### src/rtl/fetch_sequencer.sv
// fetch_sequencer
// Instruction-fetch controller. Produces the next PC and PC-hold for the PC
// register, drives a req/ready handshake to a multi-cycle instruction memory,
// and arbitrates redirect sources (exception, eret, jump, branch) against the
// sequential pc+4 path. Redirects that arrive while memory is busy are held
// and applied (or discarded) when the outstanding word returns.
//
// Ports:
//   clk          system clock
//   reset        asynchronous active-low reset
//   pc, pcadd4   current PC and PC+4 from the fetch stage
//   stall_d      hazard-unit stall (masks jump/branch)
//   br_taken/br_target, j_en/j_target   D-stage redirects
//   exc_req      exception entry (goes to EXC_VECTOR)
//   eret/epc     exception return
//   im_ready     instruction memory data valid this cycle
//   npc          next PC for the PC register
//   stall_pc     hold the PC register
//   im_req       instruction memory read request for address pc
//   fetch_valid  returned word is a valid IF/ID entry
//   flush_fd     clear the IF/ID register
//   im_timeout   one-cycle pulse when memory fails to answer in time
//   state        FSM state (0 IDLE, 1 FETCH, 2 WAIT)
module fetch_sequencer #(
  parameter logic [31:0] RESET_PC   = 32'h0000_3000,
  parameter logic [31:0] EXC_VECTOR = 32'h0000_4180,
  parameter int unsigned WAIT_MAX   = 8
) (
  input  logic        clk,
  input  logic        reset,
  input  logic [31:0] pc,
  input  logic [31:0] pcadd4,
  input  logic        stall_d,
  input  logic        br_taken,
  input  logic [31:0] br_target,
  input  logic        j_en,
  input  logic [31:0] j_target,
  input  logic        exc_req,
  input  logic        eret,
  input  logic [31:0] epc,
  input  logic        im_ready,
  output logic [31:0] npc,
  output logic        stall_pc,
  output logic        im_req,
  output logic        fetch_valid,
  output logic        flush_fd,
  output logic        im_timeout,
  output logic [1:0]  state
);

  typedef enum logic [1:0] {
    S_IDLE  = 2'd0,
    S_FETCH = 2'd1,
    S_WAIT  = 2'd2
  } state_t;

  localparam logic [7:0] WAIT_LIMIT = 8'(WAIT_MAX);

  state_t      state_q, state_d;
  logic        pend_valid_q, pend_valid_d;
  logic [31:0] pend_target_q, pend_target_d;
  logic [1:0]  pend_prio_q, pend_prio_d;
  logic [7:0]  wait_cnt_q, wait_cnt_d;

  logic        redir_valid;
  logic [31:0] redir_target;
  logic [1:0]  redir_prio;
  logic        redir_flush;
  logic        new_wins;

  // pc is only used by the PC register around us; the address presented to
  // memory is pc itself, so nothing here needs to look at it.
  logic        unused_pc;
  assign unused_pc = ^pc;

  assign state = state_q;

  // Redirect arbitration for this cycle. Priority 3 = exception down to
  // 0 = branch. Jumps and branches are masked while the hazard unit stalls
  // because D-stage has not resolved them yet.
  always_comb begin
    redir_valid  = 1'b1;
    redir_target = EXC_VECTOR;
    redir_prio   = 2'd3;
    if (exc_req) begin
      redir_target = EXC_VECTOR;
      redir_prio   = 2'd3;
    end else if (eret) begin
      redir_target = epc;
      redir_prio   = 2'd2;
    end else if (!stall_d && j_en) begin
      redir_target = j_target;
      redir_prio   = 2'd1;
    end else if (!stall_d && br_taken) begin
      redir_target = br_target;
      redir_prio   = 2'd0;
    end else begin
      redir_valid  = 1'b0;
      redir_target = pcadd4;
      redir_prio   = 2'd0;
    end
  end

  // Exception entry/return discard the word in IF; jumps and branches keep
  // it because it is the delay slot.
  assign redir_flush = exc_req | eret;

  // A new redirect replaces the held one on equal or higher priority, so the
  // most recent of equal-rank redirects is the one that sticks.
  assign new_wins = redir_valid && (!pend_valid_q || (redir_prio >= pend_prio_q));

  // State, pending redirect and wait counter registers.
  always_ff @(posedge clk or negedge reset) begin
    if (!reset) begin
      state_q       <= S_IDLE;
      pend_valid_q  <= 1'b0;
      pend_target_q <= 32'h0;
      pend_prio_q   <= 2'd0;
      wait_cnt_q    <= 8'd0;
    end else begin
      state_q       <= state_d;
      pend_valid_q  <= pend_valid_d;
      pend_target_q <= pend_target_d;
      pend_prio_q   <= pend_prio_d;
      wait_cnt_q    <= wait_cnt_d;
    end
  end

  // Next-state and output logic. While stalled the npc value is don't-care,
  // so it defaults to the sequential path.
  always_comb begin
    state_d       = state_q;
    pend_valid_d  = pend_valid_q;
    pend_target_d = pend_target_q;
    pend_prio_d   = pend_prio_q;
    wait_cnt_d    = wait_cnt_q;
    npc           = pcadd4;
    stall_pc      = 1'b0;
    im_req        = 1'b0;
    fetch_valid   = 1'b0;
    flush_fd      = 1'b0;
    im_timeout    = 1'b0;

    case (state_q)
      S_IDLE: begin
        npc      = RESET_PC;
        flush_fd = 1'b1;
        state_d  = S_FETCH;
      end

      S_FETCH: begin
        im_req = 1'b1;
        if (im_ready) begin
          fetch_valid = 1'b1;
          npc         = redir_target;
          stall_pc    = stall_d & ~redir_flush;
          flush_fd    = redir_flush;
        end else begin
          stall_pc   = 1'b1;
          state_d    = S_WAIT;
          wait_cnt_d = 8'd1;
          if (redir_valid) begin
            pend_valid_d  = 1'b1;
            pend_target_d = redir_target;
            pend_prio_d   = redir_prio;
          end
        end
      end

      S_WAIT: begin
        im_req   = 1'b1;
        stall_pc = 1'b1;
        if (im_ready) begin
          state_d      = S_FETCH;
          wait_cnt_d   = 8'd0;
          pend_valid_d = 1'b0;
          if (pend_valid_q) begin
            // The returned word belongs to the abandoned path: drop it and
            // steer to whichever held or fresh redirect ranks higher.
            flush_fd = 1'b1;
            stall_pc = 1'b0;
            npc      = new_wins ? redir_target : pend_target_q;
          end else begin
            fetch_valid = 1'b1;
            npc         = redir_target;
            stall_pc    = stall_d & ~redir_flush;
            flush_fd    = redir_flush;
          end
        end else if (wait_cnt_q == WAIT_LIMIT) begin
          im_timeout   = 1'b1;
          npc          = EXC_VECTOR;
          stall_pc     = 1'b0;
          flush_fd     = 1'b1;
          pend_valid_d = 1'b0;
          wait_cnt_d   = 8'd0;
          state_d      = S_FETCH;
        end else begin
          if (wait_cnt_q != 8'hFF) begin
            wait_cnt_d = wait_cnt_q + 8'd1;
          end
          if (new_wins) begin
            pend_valid_d  = 1'b1;
            pend_target_d = redir_target;
            pend_prio_d   = redir_prio;
          end
        end
      end

      default: begin
        state_d = S_IDLE;
      end
    endcase
  end

endmodule

### config.mk
export PLATFORM = sky130hd
export DESIGN_NAME = fetch_sequencer
export DESIGN_NICKNAME = d
export VERILOG_FILES = /design/src/rtl/fetch_sequencer.sv
export SDC_FILE = /design/constraint.sdc
export NUM_CORES = 1
export LEC_CHECK = 0
export CAP_MARGIN = 20
export CORE_MARGIN = 2
export CORE_UTILIZATION = 38
export CTS_CLUSTER_SIZE = 40
export DETAILED_ROUTE_END_ITERATION = 12
export GPL_ROUTABILITY_DRIVEN = 0
export PLACE_DENSITY = 0.78
export SLEW_MARGIN = 0
export SYNTH_ARGS = -nofsm -noshare
export SYNTH_HDL_FRONTEND = slang
export SYNTH_SLANG_ARGS = --single-unit
### constraint.sdc
create_clock -name clk -period 3.4 [get_ports clk]
set_input_delay 0.68 -clock clk [delete_from_list [all_inputs] [get_ports clk]]
set_output_delay 0.68 -clock clk [all_outputs]
set_load 0.02 [all_outputs]
# Word level (Yosys, flattened, before mapping)
# Index checks and enable logic that the tools add are counted.
dict set report totals {
  regBits 45
  input_bits 168
  output_inout_bits 39
  wordCells 96
}
dict set report op_classes {
  add_sub_neg 1
  magnitude_cmp 1
  eq_ne 12
  n_mux 60
  bitwise_logic 3
  reduce_logical 14
}
# cell n
set ops {}
lappend ops {{2-to-1 mux 32 bit} 13}
lappend ops {{case mux 32 bit (3 select lines)} 1}
lappend ops {{case mux 32 bit (2 select lines)} 1}
lappend ops {{2-to-1 mux 8 bit} 4}
lappend ops {{2-to-1 mux 1 bit} 24}
lappend ops {{2-to-1 mux 2 bit} 10}
lappend ops {{case mux 8 bit (2 select lines)} 1}
lappend ops {{!= test 2 bit (second input constant)} 5}
lappend ops {{adder 8 x 1 -> 8 bit (second input constant)} 1}
lappend ops {{equality test 8 x 4 -> 1 bit (second input constant)} 1}
lappend ops {{!= test 4 bit (second input constant)} 2}
lappend ops {{!= test 8 bit (second input constant)} 1}
lappend ops {{case mux 1 bit (2 select lines)} 3}
lappend ops {{case mux 2 bit (3 select lines)} 1}
lappend ops {{AND reduction 6 bit} 1}
lappend ops {{AND reduction 5 bit} 1}
lappend ops {{case mux 2 bit (2 select lines)} 1}
lappend ops {{AND reduction 4 bit} 1}
lappend ops {{logical AND 1 bit} 3}
lappend ops {{!= test 3 bit (second input constant)} 1}
lappend ops {{case mux 1 bit (3 select lines)} 1}
lappend ops {{AND reduction 3 bit} 1}
lappend ops {{equality test 2 x 1 -> 1 bit (second input constant)} 1}
lappend ops {{equality test 2 bit (second input constant)} 1}
lappend ops {{other kinds (10)} 11}

# Depth between registers and ports, before layout
# Gate-level depths: netlist of the first run.
dict set report logic_depth {
  word_depth 12
  depth_mapped 11
  mapped_depth_nobuf 8
}

# Worst setup path before layout of the first run
# OpenSTA, ideal clock, no wires.
dict set report synth_timing {
  path_type {input to output}
  from {input stall_d}
  to {output npc[14]}
  t_arrival_ps 2803
  required_time_ps 2720
  slack_ps -83
  path_stages 10
  n_path_buf 2
  cell_sequence {buf_2 clkbuf_1 nor2_1 a21oi_1 ha_1 nor2b_1 o21a_1 o21ai_1 o21ai_0 a221oi_1}
}
dict set report synth_via {
  elab_chain_cells 12
  elab_cells_between_ends 22
  cone_classes {order compare: 1; mux: 16; reduce/logical: 5}
}
# item line_no
set synth_lines {}
lappend synth_lines {{start, declared} 33} ;# input logic stall_d,
lappend synth_lines {{zero test 1 bit (*)} {91, 94}}
lappend synth_lines {{logical AND 1 bit} 91} ;# end else if (!stall_d && j_en) begin
lappend synth_lines {{2-to-1 mux 1 bit} 91}
lappend synth_lines {{2-to-1 mux 2 bit} 88} ;# end else if (eret) begin
lappend synth_lines {{2-to-1 mux 2 bit} 85} ;# if (exc_req) begin
lappend synth_lines {{>= comparator 2 bit} 110} ;# assign new_wins = redir_valid && (!pend_valid_q || (redir_prio >= pend_prio_q));
lappend synth_lines {{logical OR 1 bit} 110}
lappend synth_lines {{logical AND 1 bit} 110}
lappend synth_lines {{2-to-1 mux 32 bit} -}
lappend synth_lines {{2-to-1 mux 32 bit} 177} ;# if (pend_valid_q) begin
lappend synth_lines {{2-to-1 mux 32 bit} 173} ;# if (im_ready) begin
lappend synth_lines {{case mux 32 bit (3 select lines) (*)} 144} ;# case (state_q)
lappend synth_lines {{end, declared} 42} ;# output logic [31:0] npc,
# Mark *: on every way between the ends. The rest lies on a longest branch, timed or not.

# Final worst setup path of the first run
dict set report layout_timing {
  from {input br_taken}
  to {output npc[12]}
}
dict set report layout_via {
  elab_chain_cells 10
  elab_cells_between_ends 15
  cone_classes {mux: 13; reduce/logical: 2}
}
# item line_no
set layout_lines {}
lappend layout_lines {{start, declared} 34} ;# input logic br_taken,
lappend layout_lines {{logical AND 1 bit (*)} 94} ;# end else if (!stall_d && br_taken) begin
lappend layout_lines {{2-to-1 mux 1 bit} 94}
lappend layout_lines {{2-to-1 mux 1 bit} 91}
lappend layout_lines {{2-to-1 mux 1 bit} 88}
lappend layout_lines {{2-to-1 mux 1 bit} 85}
lappend layout_lines {{logical AND 1 bit} 110}
lappend layout_lines {{2-to-1 mux 32 bit} -}
lappend layout_lines {{2-to-1 mux 32 bit} 177}
lappend layout_lines {{2-to-1 mux 32 bit} 173}
lappend layout_lines {{case mux 32 bit (3 select lines) (*)} 144}
# Marks and branches as above.

==> flow_metrics.tcl, run 1 <==
set metrics [dict create \
    grt_max_degree 46 \
    post-route-period-util 0.979 \
    vias_per_cell 5.83 \
    rrSetupSlack_ps 1120 \
    synth_top_area_share 0.267 \
    synthCells 497 \
    grt_usage 0.261 \
    nets 892 \
    synth_compound_area_frac 0.338 \
    grt_pass1_wl_microns 24800 \
    cts_buffers 5 \
    slew_viol_final 0 \
    placed_cells 845 \
    max_freq_mhz 301 \
    cts_hold_buffers 0 \
    crit_family "compound AO/OA/AOI/OAI gates" \
    core_area_sq_mm 0.0108 \
    endpoint_kind "output pin" \
    synth_top_family_by_area "compound AO/OA/AOI/OAI gates" \
    cts_tree "built" \
    startpoint_type "input port" \
    htreeDepth 2 \
    clkTransAtPathRegs_ps 80 \
    synth_ff_type "dfrtp_1" \
    ys_ff_latch 45 \
    dpl.hpwl_microns 12100 \
    synth.cell_area_sq_mm 0.00422 \
    fin_crit_ps 3330 \
    leakagePower_nw 2.85 \
    drtPass1Iterations 5 \
    instances_no_fill 857 \
    finalClockSkew_ps 7.68 \
    crit_slowest_cell "clkdlybuf4s50_1" \
    drt_iter0_markers 411 \
    grt_pass1_vias 4965 \
    cp_max_fo 7 \
    dieWidth_microns 109 \
    max-vdd-ir-drop_v 0.000361 \
    drv_cap 0 \
    cp_cell_sequence "clkdlybuf4s50_1 > buf_4 > o21ba_2 > o311a_1 > a222oi_1 > o21ai_1 > dlygate4sd2_1" \
    p_seq_frac 0.230 \
    antenna_found_initial 0 \
    die_area_sq_mm 0.0120 \
    cts_sinks 45 \
    cts_root_buf "clkbuf_8" \
    die_height_microns 109 \
    timing.rr.start "state[1]" \
    slew_headroom 0.663 \
    ys_async_sr_fraction 1.00 \
    synth_most_common_cell "a21oi_1" \
    cpPeakStageDelay_ps 400 \
    worstMarginPinSlew_ps 505 \
    avgSynthCellArea_sq_um 8.50 \
    drive_above_1_share 0.248 \
    synth_edf_count 0 \
    vias 4998 \
    crit_start "br_taken" \
    synth.area.top_cells "dfrtp_1 27%, mux2_4 9.2%, a221o_1 5.9%" \
    ff2ff_path_depth 8 \
    outcome "finished clean" \
    power.density_mw_per_mm2 554 \
    clock_power_share 0.091 \
    wl_per_cell_microns 19.4 \
    initial_core_util 0.390 \
    p_int_mw 2.06 \
    yosysTopAreaCell "dfrtp_1" \
    swShare 0.438 \
    finalSetupTns_ps 0 \
    rows 38 \
    arrival_ps 2650 \
    hold_class "in2async" \
    postRouteWirelength_microns 16600 \
    crit_buf_inv 3 \
    drcViolationCount 0 \
    power_mw 3.66 \
    synth_fp_nets 673 \
    n_antenna_cell 0 \
    ant_nets 0 \
    worstSkewPairLatency_ps 310 \
    synth_mux_area_frac 0.117 \
    critPathKind "in2out" \
    ys_top_cells_by_count "46 x a21oi_1, 45 x dfrtp_1, 42 x nand2_1" \
    port_buffers 174 \
    timing.rr.end "pend_target_q[3]" \
    pwr-share-comb 0.679 \
    grt_overflow 0 \
    hold_viol 0 \
    io-pin-count 207 \
    required_ps 2720 \
    ys_warn_count 0 \
    synth-simple-area-share 0.185 \
    p_sw_mw 1.61 \
    synthToLayoutAreaGrowth_pct 56.5 \
    ys_types 60 \
    synth_xor_area_frac 0 \
    setup_viol 0 \
    cts.path.max_buffers 2 \
    yosysSeqAreaShare 0.267 \
    synthAdderAreaFrac 0.0237 \
]
## cell families after synthesis
logic type      count (synthesis)
compound gates                195
fa+ha+maj                       8
buf+inv                        61
flops                          45
mux                            36
simple gates                  152
## layout by cell type (no fill, tap or decap), types with 3 or more instances in the layout
cell and count:
nor2_1 32, mux2_2 4, a21oi_1 44, buf_2 24, o22a_1 23, inv_1 19, nand2b_1 6, and2_0 18
a221o_1 25, ha_1 8, o31ai_1 3, mux2i_1 6, o21ai_0 25, buf_12 8, clkbuf_2 4, buf_4 74
nor3b_1 5, clkbuf_8 5, mux2_4 26, nand2_1 42, a211oi_1 3, nand3_1 8, o21ai_2 4, a31oi_1 9
o221ai_1 28, o21ai_1 3, nor2b_1 5, and2_1 12, nor3_1 5, dfrtp_1 45, clkdlybuf4s50_1 136, nor2_2 4
a221oi_2 3
## layout make-up
| type | count | area, sq um |
|---|---|---|
| Timing Repair Buffer | 252 | 2280 |
| Clock buffer | 6 | 72.6 |
| Fill cell | 938 | 4230 |
| Clock inverter | 2 | 10.0 |
| Tap cell | 140 | 175 |
| Inverter | 21 | 78.8 |
| Sequential cell | 45 | 1130 |
| Multi-Input combinational cell | 391 | 2870 |
## power groups by stage
stage	registers (mW)	clock network [mW]	logic (mW)
final	0.843	0.333	2.49
after floorplan	0.819	0	1.54
after CTS	0.836	0.345	2.47
after detailed placement	0.845	0	2.56
after global routing	0.859	0.363	2.65
after global placement	0.832	0	2.51
## layer usage
layer / up-vias / GRT usage / routed length, microns
li1: 2322 / - / -
met2: 243 / 0.461 / 8150
met5: - / 0 / 0
met3: 40 / 0.0498 / 1410
met4: 0 / 0.0904 / 332
met1: 2393 / 0.317 / 6750
## metrics by stage
step                       util  area (sq um)  hold WS [ps]  worst slack [ps]
after floorplan               -          4260           384              27.5
after global placement    0.608          6600           490              -662
final                     0.610          6610           338              72.6
after CTS                 0.610          6610           522              3.00
after global routing      0.610          6610           369             -15.3
after detailed placement  0.608          6600           501              -730
## registers in the layout, summed over array words and instances (netlist names)
signal         cells
pend_valid_q       1
pend_target_q     32
pend_prio_q        2
wait_cnt_q         8
state              2
## how the worst max path moves through the flow
| stage | end | slack, ps | depth (start not counted) |
|---|---|---|---|
| after floorplan | npc[13] | 30 | 10 |
| after global placement | npc[7] | -660 | 11 |
| after detailed placement | npc[8] | -730 | 11 |
| after CTS | npc[5] | 3 | 11 |
| after global routing | npc[6] | -20 | 10 |
| final | npc[12] | 70 | 7 |
## timing repair
action	CTS	global route
resized for setup	129	20
setup endpoints to repair	32	32
setup buffers	2	1
pin swaps	7	5
Note: power is estimated with default switching activity, not from simulation.
==> inputs of run 2 (changes only) <==
ABC_AREA = 1   (was default)
CORE_UTILIZATION = 40   (was 38)
PLACE_DENSITY = 0.77   (was 0.78)
==> flow_metrics.tcl, run 2 <==
set metrics [dict create \
    outcome "finished clean" \
    crit_start "im_ready" \
    swShare 0.507 \
    n_antenna_cell 0 \
    drt_iter0_markers 590 \
    top_regs "pend_target_q (32), wait_cnt_q (8)" \
    max-vdd-ir-drop_v 0.000327 \
    timing.rr.end "pend_target_q[13]" \
    timing.rr.start "state[0]" \
    dpl.hpwl_microns 14600 \
    cts_root_buf "clkbuf_16" \
    core_area_sq_mm 0.0125 \
    clock_power_share 0.118 \
    hold_viol 0 \
    ff2ff_path_depth 12 \
    cts_sinks 45 \
    synth_top_area_share 0.221 \
    arrival_ps 2640 \
    dieWidth_microns 117 \
    endpoint_kind "output pin" \
    grt_max_degree 43 \
    final_util 0.616 \
    synth_edf_count 0 \
    worstSkewPairLatency_ps 290 \
    cts_hold_buffers 0 \
    p_sw_mw 2.51 \
    antenna_found_initial 1 \
    drv_cap 0 \
    grt_pass1_wl_microns 29900 \
    yosysTopAreaCell "dfrtp_1" \
    grt_pass1_vias 6129 \
    drtPass1Iterations 5 \
    power.density_mw_per_mm2 641 \
    final_common_cell "nand2_1" \
    slew_viol_final 0 \
    ys_top_cells_by_count "290 x nand2_1, 123 x nor2_1, 100 x nand3_1" \
    startpoint_type "input port" \
    largest-register "pend_target_q" \
    ys_warn_count 0 \
    pwr-share-comb 0.709 \
    grt_usage 0.274 \
    synth.area.top_cells "dfrtp_1 22%, nand2_1 21%, nand3_1 9.8%" \
    htreeDepth 2 \
    ys_async_sr_fraction 1.00 \
    rrSetupSlack_ps 690 \
    synth_fp_nets 1083 \
    vias_per_cell 5.13 \
    ant_nets 0 \
    cp_max_fo 6 \
    nets 1317 \
    setup_viol 0 \
    ys_ff_latch 45 \
    drcViolationCount 0 \
    post-route-period-util 0.976 \
    die_area_sq_mm 0.0137 \
    fin_crit_ps 3320 \
    rows 41 \
    worstMarginPinSlew_ps 577 \
    ys_types 37 \
    port_buffers 174 \
    clkTransAtPathRegs_ps 60 \
    p_seq_frac 0.173 \
    synth_most_common_cell "nand2_1" \
    avgSynthCellArea_sq_um 5.62 \
    whs_ps 386 \
    final_cell_mix "287 x nand2_1, 135 x clkdlybuf4s50_1, 122 x nor2_1, 99 x nand3_1, 97 x buf_4" \
    synthCells 907 \
    synth_ff_type "dfrtp_1" \
    cts_setup_buffers 0 \
    finalSetupTns_ps 0 \
    synthToLayoutAreaGrowth_pct 51.4 \
    cts_tree "built" \
    postRouteWirelength_microns 19100 \
    yosysSeqAreaShare 0.221 \
    largest_reg_flops 32 \
    io-pin-count 207 \
    initial_core_util 0.407 \
    required_ps 2720 \
    die_height_microns 117 \
    finalClockSkew_ps 5.60 \
    vias 6742 \
    grt_overflow 0 \
    slew_headroom 0.615 \
    wl_per_cell_microns 14.5 \
    p_int_mw 2.44 \
    max_freq_mhz 301 \
    critPathKind "in2out" \
    cts_buffers 5 \
    synth.cell_area_sq_mm 0.00509 \
    leakagePower_nw 3.94 \
    hold_class "in2async" \
    power_mw 4.94 \
    cts.path.max_buffers 2 \
    critical_path.endpoint "stall_pc" \
    drive_above_1_share 0.178 \
]
## run 2: final cells by class
class | count | area, sq um
fill | 1181 | 4810
multi-input combinational | 726 | 3430
timing repair buffer | 273 | 2410
sequential | 45 | 1130
inverter | 90 | 355
tap | 172 | 215
clock buffer | 7 | 143
clock inverter | 1 | 30.0
## run 2: power groups by stage
stage | logic, mW | clock network (mW) | registers [mW]
after floorplan | 2.14 | 0 | 0.834
after global placement | 3.49 | 0 | 0.848
after detailed placement | 3.54 | 0 | 0.850
after CTS | 3.42 | 0.584 | 0.845
after global routing | 3.83 | 0.610 | 0.874
final | 3.51 | 0.583 | 0.855
## run 2: worst max-delay path, cell delays in order
cell and delay [ps]:
clkdlybuf4s50_1 530, buf_4 220, nor2_4 110, nand2_2 70, nand2_2 120, buf_4 130
a31oi_1 40, nor2_1 130, clkdlybuf4s50_1 620
## run 2: worst min-delay path by stage
| stage | endpoint | from | slack, ps |
|---|---|---|---|
| detailed placement | pend_target_q[28] | pend_target_q[28] | 460 |
| floorplan | pend_prio_q[0] | reset | 380 |
| finish | pend_target_q[10] | reset | 390 |
| global placement | pend_target_q[28] | pend_target_q[28] | 460 |
| global route | pend_target_q[23] | reset | 420 |
| CTS | pend_target_q[23] | reset | 400 |
## run 2: logic make-up (layout without fill, tap and decap cells)
kind of cell	after synthesis	count (layout)	synth area share
XOR/XNOR	3	3	0.00516
AND/OR/NAND/NOR	552	552	0.464
adder cells (fa/ha/maj)	8	8	0.0197
buffers and inverters	136	371	0.120
AO/OA/AOI/OAI	163	163	0.170
flip-flops	45	45	0.221
## run 2: metal layers
layer  up-vias  share of wire  track usage
li1       3361              -            -
met4         0          0.027       0.0925
met5         -              0            0
met1      3083           0.43        0.377
met3        42          0.071       0.0304
met2       256           0.48        0.450
## run 2: metrics by stage
step / worst slack, ps / instance area [sq um] / cells
final: 80.6 / 7710 / 1314
after global routing: -3.21 / 7710 / 1314
after CTS: 7.21 / 7670 / 1314
after detailed placement: -773 / 7570 / 1306
after global placement: -644 / 7570 / 1306
after floorplan: 15.5 / 5090 / 907
## run 2: timing repair
item                                    in CTS  in global routing
gates resized for setup                    149                 30
pin swaps                                    6                  9
endpoints found under the setup margin      33                 34
